### src/rtl/mem_arbiter_pkg.sv
// mem_arbiter_pkg: shared types and constants for the data-memory arbiter.
//   arb_state_t          - arbiter mode (BOOT = loader only, RUN = CPU priority)
//   MMIO_ADDR            - MMIO register address that the arbiter passes through
//                          to the memory side untouched
//   DEFAULT_STARVE_LIMIT - default number of loader wait cycles before the
//                          loader is forced a grant
package mem_arbiter_pkg;

    typedef enum logic {
        ST_BOOT = 1'b0,
        ST_RUN  = 1'b1
    } arb_state_t;

    localparam logic [31:0] MMIO_ADDR            = 32'h4000_0010;
    localparam int          DEFAULT_STARVE_LIMIT = 4;

endpackage

### src/rtl/sat_counter.sv
// sat_counter: saturating up-counter with synchronous clear.
//   clk   - rising-edge clock
//   reset - synchronous active-low reset (count <= 0)
//   clear - synchronous clear, wins over inc
//   inc   - increment request; ignored once count == LIMIT
//   count - current count
module sat_counter #(
    parameter int WIDTH = 4,
    parameter int LIMIT = 4
) (
    input  logic             clk,
    input  logic             reset,
    input  logic             clear,
    input  logic             inc,
    output logic [WIDTH-1:0] count
);

    localparam logic [WIDTH-1:0] LIM = WIDTH'(LIMIT);

    always_ff @(posedge clk) begin
        if (!reset) begin
            count <= '0;
        end else if (clear) begin
            count <= '0;
        end else if (inc && (count != LIM)) begin
            count <= count + 1'b1;
        end
    end

endmodule

### src/rtl/mem_arbiter.sv
// mem_arbiter: arbitrates a single-port data memory between the CPU MEM stage
// and a boot/DMA loader.
//   clk, reset               - clock, synchronous active-low reset
//   cpu_req/we/addr/wdata    - CPU access request
//   cpu_rdata, cpu_stall     - CPU read data (0 unless granted), stall
//   ld_valid/we/addr/wdata   - loader request; ld_ready is its grant
//   ld_rvalid, ld_rdata      - registered loader read response
//   ld_done                  - one-cycle pulse ending the boot load
//   mem_*                    - data-memory strobes, address, data
//   state, starve_cnt        - debug view of arbiter mode and starvation count
//
// Handshake: the loader transfer happens in any cycle with ld_valid & ld_ready;
// ld_ready may depend combinationally on ld_valid and cpu_req. The CPU is served
// in any cycle with cpu_req & !cpu_stall. Writes land in memory at the grant
// edge; loader read data comes back one cycle later as a one-cycle ld_rvalid.
module mem_arbiter
    import mem_arbiter_pkg::*;
#(
    parameter int STARVE_LIMIT = DEFAULT_STARVE_LIMIT,
    parameter bit BOOT_EN      = 1'b1
) (
    input  logic        clk,
    input  logic        reset,
    input  logic        cpu_req,
    input  logic        cpu_we,
    input  logic [31:0] cpu_addr,
    input  logic [31:0] cpu_wdata,
    output logic [31:0] cpu_rdata,
    output logic        cpu_stall,
    input  logic        ld_valid,
    input  logic        ld_we,
    input  logic [31:0] ld_addr,
    input  logic [31:0] ld_wdata,
    output logic        ld_ready,
    output logic        ld_rvalid,
    output logic [31:0] ld_rdata,
    input  logic        ld_done,
    output logic        mem_read,
    output logic        mem_write,
    output logic [31:0] mem_addr,
    output logic [31:0] mem_wdata,
    input  logic [31:0] mem_rdata,
    output logic        state,
    output logic [3:0]  starve_cnt
);

    localparam arb_state_t RESET_STATE = BOOT_EN ? ST_BOOT : ST_RUN;

    arb_state_t state_q;
    arb_state_t state_d;
    arb_state_t eff_state;
    logic       grant_ld;
    logic       grant_cpu;
    logic       starve_hit;

    // ------------------------------------------------------------------
    // Mode register
    // ------------------------------------------------------------------
    always_ff @(posedge clk) begin
        if (!reset) begin
            state_q <= RESET_STATE;
        end else begin
            state_q <= state_d;
        end
    end

    always_comb begin
        state_d = state_q;
        if ((state_q == ST_BOOT) && ld_done) begin
            state_d = ST_RUN;
        end
    end

    // While reset is held the register may not yet reflect the reset state,
    // so the combinational rules are evaluated against the reset state.
    assign eff_state = reset ? state_q : RESET_STATE;

    // ------------------------------------------------------------------
    // Starvation counter: counts consecutive cycles the loader waits
    // ------------------------------------------------------------------
    sat_counter #(
        .WIDTH (4),
        .LIMIT (STARVE_LIMIT)
    ) u_starve (
        .clk   (clk),
        .reset (reset),
        .clear (grant_ld | ~ld_valid),
        .inc   (ld_valid & ~grant_ld),
        .count (starve_cnt)
    );

    assign starve_hit = (starve_cnt == 4'(STARVE_LIMIT));

    // ------------------------------------------------------------------
    // Grant and memory-side mux; grants are mutually exclusive by
    // construction (grant_cpu requires !grant_ld).
    // ------------------------------------------------------------------
    always_comb begin
        grant_ld  = 1'b0;
        grant_cpu = 1'b0;
        if (eff_state == ST_BOOT) begin
            grant_ld = ld_valid;
        end else begin
            grant_ld  = ld_valid & (~cpu_req | starve_hit);
            grant_cpu = cpu_req & ~grant_ld;
        end
    end

    always_comb begin
        mem_read  = 1'b0;
        mem_write = 1'b0;
        mem_addr  = '0;
        mem_wdata = '0;
        cpu_rdata = '0;
        if (grant_ld) begin
            mem_read  = ~ld_we;
            mem_write = ld_we;
            mem_addr  = ld_addr;
            mem_wdata = ld_wdata;
        end else if (grant_cpu) begin
            mem_read  = ~cpu_we;
            mem_write = cpu_we;
            mem_addr  = cpu_addr;
            mem_wdata = cpu_wdata;
            cpu_rdata = mem_rdata;
        end
    end

    // In BOOT this reduces to cpu_req; in RUN to cpu_req & grant_ld.
    assign cpu_stall = cpu_req & ~grant_cpu;
    assign ld_ready  = grant_ld;
    assign state     = state_q;

    // ------------------------------------------------------------------
    // Loader read response
    // ------------------------------------------------------------------
    always_ff @(posedge clk) begin
        if (!reset) begin
            ld_rvalid <= 1'b0;
            ld_rdata  <= '0;
        end else begin
            ld_rvalid <= grant_ld & ~ld_we;
            if (grant_ld && !ld_we) begin
                ld_rdata <= mem_rdata;
            end
        end
    end

endmodule
### config.mk
export PLATFORM = sky130hd
export DESIGN_NAME = mem_arbiter
export DESIGN_NICKNAME = d
export VERILOG_FILES = /design/src/rtl/mem_arbiter_pkg.sv /design/src/rtl/sat_counter.sv /design/src/rtl/mem_arbiter.sv
export SDC_FILE = /design/constraint.sdc
export NUM_CORES = 1
export LEC_CHECK = 0
export BUFFER_PORTS_ARGS = -buffer_cell sky130_fd_sc_hd__buf_2
export CORE_AREA = 2 2 118 120
export CTS_CLUSTER_DIAMETER = 120
export DETAILED_ROUTE_END_ITERATION = 8
export DIE_AREA = 0 0 120 122
export GPL_TIMING_DRIVEN = 1
export PLACE_DENSITY = 0.58
export SYNTH_ARGS = -nofsm -noshare
export SYNTH_HDL_FRONTEND = slang
export SYNTH_SLANG_ARGS = --single-unit
### constraint.sdc
create_clock -name clk -period 1.35 [get_ports clk]
set_input_delay 0.135 -clock clk [delete_from_list [all_inputs] [get_ports clk]]
set_output_delay 0.135 -clock clk [all_outputs]
set_load 0.005 [all_outputs]
==> summary.txt, run 1 <==
status = finished with violations
violated checks = setup timing
Clock Path Buffers = 2
Fillers = 1445
Non-Filler Cell Area, Final = 4730 sq um
Global Route Usage Sum = 16.0%
min-delay worst type = input port to register
final wirelength = 13200 um
global-route wire length before repair = 18000 um
slew margin rel. = 57.6%
Clock transition at path regs = 60 ps
Max VDD drop = 0.000497 V
Setup Skew = 4.33 ps
CP Class = register to primary output
Fin. Hold Viols = 0
Finish-stage setup viols = 133
DR iter-0 viols = 189
Yosys warning count = 0
commonest non-fill, non-tap cell in the layout = buf_2
clock tree sinks = 38
DP Wirelength = 9860 um
setup ws final = -491 ps
Hold Path Stages = 2
Synth async-reset ratio = 0%
drt via density = 4.31
latest clock arrival within the worst-skew pair = 280 ps
number of synthesized flops with an enable pin = 0
P&R area growth vs syn = 94.0%
largest net degree at the start of global routing = 67
Leakage = 0.00261 uW
flops & latches, synth = 38
clock root buffer = clkbuf_16
vias in the first global route = 3150
sequential area share after synthesis = 31.2%
TritonCTS Buffers = 5
PwrDens = 738 nW/um^2
min cycle time layout = 1840 ps
Wirelength per Cell = 17.0 um
Starting Density = 18.1%
row cnt = 43
commonest cells after routing, fill and taps aside = buf_2, a22o_1, nand2_1
ratio of cells with drive above 1 in the final layout = 59.5%
DRC = 0
worst slew pin tran = 636 ps
TritonCTS clock tree = built
crit path launch type = register
Power Total = 3490 uW
Clock H-tree levels = 2
Die Area = 14600 sq um
Primary FF master, synth = dfxtp_1
port bufs = 304
total gr overflow = 0
Die Wd = 120 um
Synthesized Nets = 453
Avg Inst Size Synth = 8.59 sq um
Setup crit end kind = primary output
multi-input logic area = 1540 sq um
Final period util = 136%
RSZ-0062 raised after global routing = yes
drt pass-1 iters = 4
Routability Congestion = 0.847
crit path DAT = 1710 ps
Antenna Nets Post-Route = 0
Core Area = 13500 sq um
max-cap violations = 0
Unique masters post-synth = 24
maximum clock rate = 0.543 GHz
Required @ worst endpoint = 1220 ps
Synth Cell Area = 2440 sq um
gate count after technology mapping = 284
placed cell areas = 4240 sq um
initial antenna violation count = 0
via count = 3354
post-layout net count = 766
DIE HEIGHT = 122 um
Worst Reg-to-Reg Cells = 9
critical path peak fanout = 11
end-of-flow core utilization = 35.0%
register area = 763 sq um
ANT cells = 0
Slew Viols, Final = 0
IO Pins = 305
[stage by stage]
| step | TNS (ps) | hold WS, ps | std cells | setup WS, ps |
|---|---|---|---|---|
| floorplan | -5610 | 245 | 284 | -166 |
| global route | -59240 | 69.1 | 778 | -559 |
| finish | -48070 | 61.7 | 778 | -491 |
| CTS | -49950 | 54.0 | 772 | -488 |
| global placement | -15310 | 339 | 757 | -206 |
| detailed placement | -15690 | 345 | 757 | -213 |
[critical path: stages, from the launching register on]
cell	delay, ps
dfxtp_2	320
inv_2	60
ha_4	130
nand3b_4	90
a21oi_4	180
buf_12	160
buf_12	140
a22o_1	200
buf_2	140
[state kept, by name (all words and copies together), names as in the netlist]
signal	flops
ld_rdata	32
state	1
ld_rvalid	1
u_starve.count	4
[per-layer routing]
metal	track usage [%]	share of wire, %	wire length, um	vias up
met5	0	0	0	-
met4	3.31	0.96	126	0
met3	4.45	9.1	1200	9
met2	26.1	47	6200	176
met1	21.1	43	5670	1550
li1	-	-	-	1619
[power by group]
group | leakage, uW | switching [uW] | internal (uW) | total (uW)
registers | 0.000312 | 23.6 | 1180 | 1200
logic | 0.00222 | 480 | 628 | 1110
clock network | 0.0000739 | 454 | 733 | 1190
total | 0.00261 | 957 | 2540 | 3490
[logic make-up after synthesis]
kind of cell    Yosys count  synth area share [%]
buf+inv                  33                  7.64
flops                    38                  31.2
xor+xnor                  2                 0.718
compound gates           70                  25.3
fa+ha+maj                 2                  1.03
simple gates            107                  21.0
mux                      32                  13.1
[synth_stat cells (2+ instances only)]
cell type / number / area [sq um]
clkbuf_1: 7 / 26.3
a22o_1: 65 / 569
mux2i_1: 32 / 320
buf_6: 3 / 33.8
inv_1: 5 / 18.8
nand2_1: 64 / 240
buf_4: 7 / 52.6
clkbuf_2: 3 / 15.0
o21a_1: 2 / 15.0
and2_1: 33 / 206
nand3_1: 2 / 10.0
ha_1: 2 / 25.0
buf_2: 8 / 40.0
nor2_1: 4 / 15.0
dfxtp_1: 38 / 761
[final cells by class]
cell class	count	area share [%]
Clock buffer	7	3.01
Clock inverter	1	0.106
Inverter	5	0.397
Multi-Input combinational cell	213	32.5
Sequential cell	38	16.1
Tap cell	180	4.76
Timing Repair Buffer	334	43.1
[timing repair]
action                                  4_1_cts  5_1_grt
gates resized for setup                       7       15
setup buffers                                 4        2
pin swaps                                     2        1
endpoints found under the setup margin      133      133
cloned                                        3        5
hold buffers                                  0        0
[path summary, 6_finish.rpt]
check / endpoint / startpoint / slack, ps
max: mem_addr[30] / u_starve.count[1]$_SDFFE_PP0P_ / -490
min: state$_SDFFE_PN0P_ / ld_done / 60
max reg2reg: ld_rdata[30]$_SDFFE_PN0P_ / u_starve.count[1]$_SDFFE_PP0P_ / -270
min reg2reg: ld_rdata[27]$_SDFFE_PN0P_ / ld_rdata[27]$_SDFFE_PN0P_ / 450
No activity file was read; power rests on OpenSTA's default activity.
==> run 2, diff against run 1 <==
--- a/config.mk
+++ b/config.mk
@@ -12,6 +12,7 @@
 export DIE_AREA = 0 0 120 122
 export GPL_TIMING_DRIVEN = 1
 export PLACE_DENSITY = 0.58
+export SKIP_CTS_REPAIR_TIMING = 1
 export SYNTH_ARGS = -nofsm -noshare
 export SYNTH_HDL_FRONTEND = slang
 export SYNTH_SLANG_ARGS = --single-unit
==> summary.txt, run 2 (same netlist as run 1, synthesis figures left out) <==
drt pass-1 iters = 4
Setup Skew = 4.37 ps
crit path DAT = 1690 ps
commonest cells after routing, fill and taps aside = buf_2, nand2_1, a22o_1
min-delay worst type = input port to register
final wirelength = 12600 um
Core Area = 13500 sq um
DIE HEIGHT = 122 um
setup ws final = -474 ps
status = finished with violations
CP Class = register to primary output
Global Route Usage Sum = 15.2%
port bufs = 304
P&R area growth vs syn = 87.4%
DP Wirelength = 9860 um
Worst path slowest cell = dfxtp_2
IO Pins = 305
placed cell areas = 4240 sq um
Seq pwr share = 35.1%
Leakage = 0.00253 uW
ratio of cells with drive above 1 in the final layout = 58.9%
Clock transition at path regs = 60 ps
crit-path cells = inv_2, ha_4, nand3b_4, o21a_4, buf_16, a22o_1, buf_2
Final period util = 135%
slew margin rel. = 57.9%
PwrDens = 746 nW/um^2
min cycle time layout = 1820 ps
drt via density = 4.30
setup TNS = -45040 ps
row cnt = 43
post-layout net count = 759
Antenna Nets Post-Route = 0
TritonCTS Buffers = 5
TritonCTS clock tree = built
Routability Congestion = 0.847
Clock Path Buffers = 2
Clock H-tree levels = 2
vias in the first global route = 3062
cell internal pwr = 2480 uW
critical path peak fanout = 27
Non-Filler Cell Area, Final = 4570 sq um
end-of-flow core utilization = 33.8%
initial antenna violation count = 0
switch share = 27.3%
Die Wd = 120 um
max-cap violations = 0
most flop-heavy register = ld_rdata
latest clock arrival within the worst-skew pair = 270 ps
DRC = 0
DR iter-0 viols = 180
P_sw = 930 uW
clock share of power = 34.6%
Crit path largest cell delay = 320 ps
Starting Density = 18.1%
Fin Hold WS = 60.7 ps
commonest non-fill, non-tap cell in the layout = buf_2
worst slew pin tran = 632 ps
Crit path buffers/inverters = 3
Slew Viols, Final = 0
RSZ-0062 raised after global routing = yes
max reg flops = 32
via count = 3316
Setup crit end kind = primary output
Wirelength per Cell = 16.4 um
clock tree sinks = 38
violated checks = setup timing
Fin. Hold Viols = 0
ANT cells = 0
Finish-stage setup viols = 133
total gr overflow = 0
clock root buffer = clkbuf_16
cell family with most CP delay = compound AO/OA/AOI/OAI gates
Required @ worst endpoint = 1220 ps
global-route wire length before repair = 17200 um
maximum clock rate = 0.548 GHz
biggest regs = ld_rdata x32, u_starve.count x4
crit path launch type = register
largest net degree at the start of global routing = 67
Die Area = 14600 sq um
Gate power share = 30.3%
Cell Count, Final, Fillers Out = 771
Max VDD drop = 0.000465 V
placed cells = 757
==> run 2: power by group through the flow <==
| stage | logic, uW | clock network [uW] | registers [uW] |
|---|---|---|---|
| after global routing | 1120 | 1280 | 1210 |
| final | 1030 | 1180 | 1200 |
| after global placement | 975 | 0 | 1220 |
| after CTS | 975 | 1240 | 1200 |
| after floorplan | 391 | 0 | 1230 |
| after detailed placement | 968 | 0 | 1220 |
==> run 2: metal layers <==
metal	routed length, um	GRT usage, %	vias up
met5	0	0	-
met4	146	3.31	0
met3	1190	4.26	11
met2	5820	24.1	185
met1	5460	20.5	1515
li1	-	-	1605
==> run 2: layout make-up <==
| class | instances | area, sq um |
|---|---|---|
| clock inverters | 1 | 5.00 |
| inverters | 5 | 18.8 |
| well taps | 180 | 225 |
| multi-input cells | 213 | 1540 |
| flip-flops and latches | 38 | 763 |
| repair buffers | 327 | 1870 |
| clock buffers | 7 | 143 |
| fillers | 1461 | 8930 |
==> run 2: per-stage QoR <==
step / worst slack, ps / power, uW
4_1_cts: -524 / 3410
3_3_place_gp: -206 / 2200
6_report: -474 / 3410
5_1_grt: -540 / 3610
2_1_floorplan: -166 / 1620
3_5_place_dp: -213 / 2190
==> run 2: path summary, 6_finish.rpt <==
path,from,end,slack [ps],cells past startpoint
setup / recovery,u_starve.count[1]$_SDFFE_PP0P_,mem_addr[30],-470,7
hold / removal,ld_done,state$_SDFFE_PN0P_,60,2
setup reg to reg,u_starve.count[1]$_SDFFE_PP0P_,ld_rdata[8]$_SDFFE_PN0P_,-140,8
hold reg to reg,ld_rdata[27]$_SDFFE_PN0P_,ld_rdata[27]$_SDFFE_PN0P_,450,2
==> run 3, diff against run 2 <==
--- a/config.mk
+++ b/config.mk
@@ -13,6 +13,7 @@
 export GPL_TIMING_DRIVEN = 1
 export PLACE_DENSITY = 0.58
 export SKIP_CTS_REPAIR_TIMING = 1
+export SKIP_LAST_GASP = 1
 export SYNTH_ARGS = -nofsm -noshare
 export SYNTH_HDL_FRONTEND = slang
 export SYNTH_SLANG_ARGS = --single-unit
==> summary.txt, run 3 (same netlist as run 1, synthesis figures left out) <==
TritonCTS clock tree = built
Worst Reg-to-Reg Cells = 8
reg2reg end = ld_rdata[8]$_SDFFE_PN0P_
Finish-stage setup viols = 133
max-cap violations = 0
drt via density = 4.29
critical path peak fanout = 27
final wirelength = 12600 um
initial antenna violation count = 0
via count = 3305
min cycle time layout = 1830 ps
status = finished with violations
violated checks = setup timing
Wirelength per Cell = 16.4 um
TritonCTS Buffers = 5
IO Pins = 305
PwrDens = 749 nW/um^2
setup ws final = -475 ps
largest net degree at the start of global routing = 67
clock tree sinks = 38
Worst setup startpoint = u_starve.count[1]$_SDFFE_PP0P_
port bufs = 304
ratio of cells with drive above 1 in the final layout = 58.7%
latest clock arrival within the worst-skew pair = 270 ps
Clock H-tree levels = 2
Starting Density = 18.1%
row cnt = 43
Die Area = 14600 sq um
Final period util = 135%
Leakage = 0.00253 uW
commonest non-fill, non-tap cell in the layout = buf_2
clock root buffer = clkbuf_16
DP Wirelength = 9860 um
crit path launch type = register
maximum clock rate = 0.548 GHz
Slew Viols, Final = 0
Fin. Hold Viols = 0
pre-CTS WS = -213 ps
Clock transition at path regs = 60 ps
Worst Setup EP = mem_addr[30]
Setup Skew = 4.32 ps
Setup crit end kind = primary output
Max VDD drop = 0.000465 V
max reg flops = 32
most flop-heavy register = ld_rdata
total gr overflow = 0
crit-path cells = inv_2, ha_4, nand3b_4, o21a_4, buf_16, a22o_1, buf_2
Routability Congestion = 0.847
vias in the first global route = 3062
RR Startpoint = u_starve.count[1]$_SDFFE_PP0P_
ANT cells = 0
biggest regs = ld_rdata x32, u_starve.count x4
slew margin rel. = 57.6%
placed cell areas = 4240 sq um
Core Area = 13500 sq um
RSZ-0062 raised after global routing = yes
Worst path slowest cell = dfxtp_2
Crit path largest cell delay = 320 ps
DRC = 0
DR iter-0 viols = 164
Required @ worst endpoint = 1220 ps
Antenna Nets Post-Route = 0
Non-Filler Cell Area, Final = 4540 sq um
Clock Path Buffers = 2
post-layout net count = 759
DIE HEIGHT = 122 um
Power Total = 3400 uW
worst slew pin tran = 637 ps
P&R area growth vs syn = 86.3%
Global Route Usage Sum = 15.2%
crit path DAT = 1690 ps
commonest cells after routing, fill and taps aside = buf_2, nand2_1, a22o_1
global-route wire length before repair = 17200 um
min-delay worst type = input port to register
CP Class = register to primary output
FF-to-FF setup slack = -140 ps
Die Wd = 120 um
drt pass-1 iters = 4
Fillers = 1468
==> run 3: area by class of cell <==
class                      count  area [sq um]  share of cell area [%]
multi-input combinational    213          1540                    33.9
sequential                    38           763                    16.8
timing repair buffer         327          1850                    40.7
clock buffer                   7           143                    3.14
tap                          180           225                    4.96
inverter                       5          18.8                   0.413
clock inverter                 1          5.00                   0.110
==> run 3: stage by stage <==
step,hold WS [ps],setup TNS [ps],cells,utilization (%)
4_1_cts,54.0,-46870,765,32.5
2_1_floorplan,245,-5610,284,-
5_1_grt,68.7,-56280,771,33.6
6_report,60.7,-44970,771,33.6
3_3_place_gp,339,-15310,757,31.4
3_5_place_dp,345,-15690,757,31.4
==> run 3: where the power goes <==
part	switching [uW]	leakage [uW]	total [uW]	internal (uW)
Sequential	23.4	0.000312	1200	1180
Combinational	458	0.00214	1020	564
Clock	447	0.0000739	1180	732
==> run 3: per-layer routing <==
layer / up-vias / share of wire, % / global-route usage (%)
li1: 1606 / - / -
met1: 1506 / 43 / 20.5
met2: 184 / 46 / 24.1
met3: 9 / 10 / 4.26
met4: 0 / 1.0 / 3.31
met5: - / 0 / 0
==> run 3: worst min path at each step <==
stage / startpoint / end / slack [ps] / cells past startpoint
floorplan: ld_done / state$_SDFFE_PN0P_ / 250 / 1
global placement: ld_done / state$_SDFFE_PN0P_ / 340 / 2
detailed placement: ld_done / state$_SDFFE_PN0P_ / 350 / 2
CTS: ld_done / state$_SDFFE_PN0P_ / 50 / 2
global route: ld_done / state$_SDFFE_PN0P_ / 70 / 2
finish: ld_done / state$_SDFFE_PN0P_ / 60 / 2
==> run 3: critical path, delay by kind of cell, from the launching register on <==
kind                       cells  cell delay [ps]
and+or+nand+nor                1               90
buffers and inverters          3              370
AOI/OAI and AO/OA              2              480
adders and majority gates      1              130
DFF                            1              320
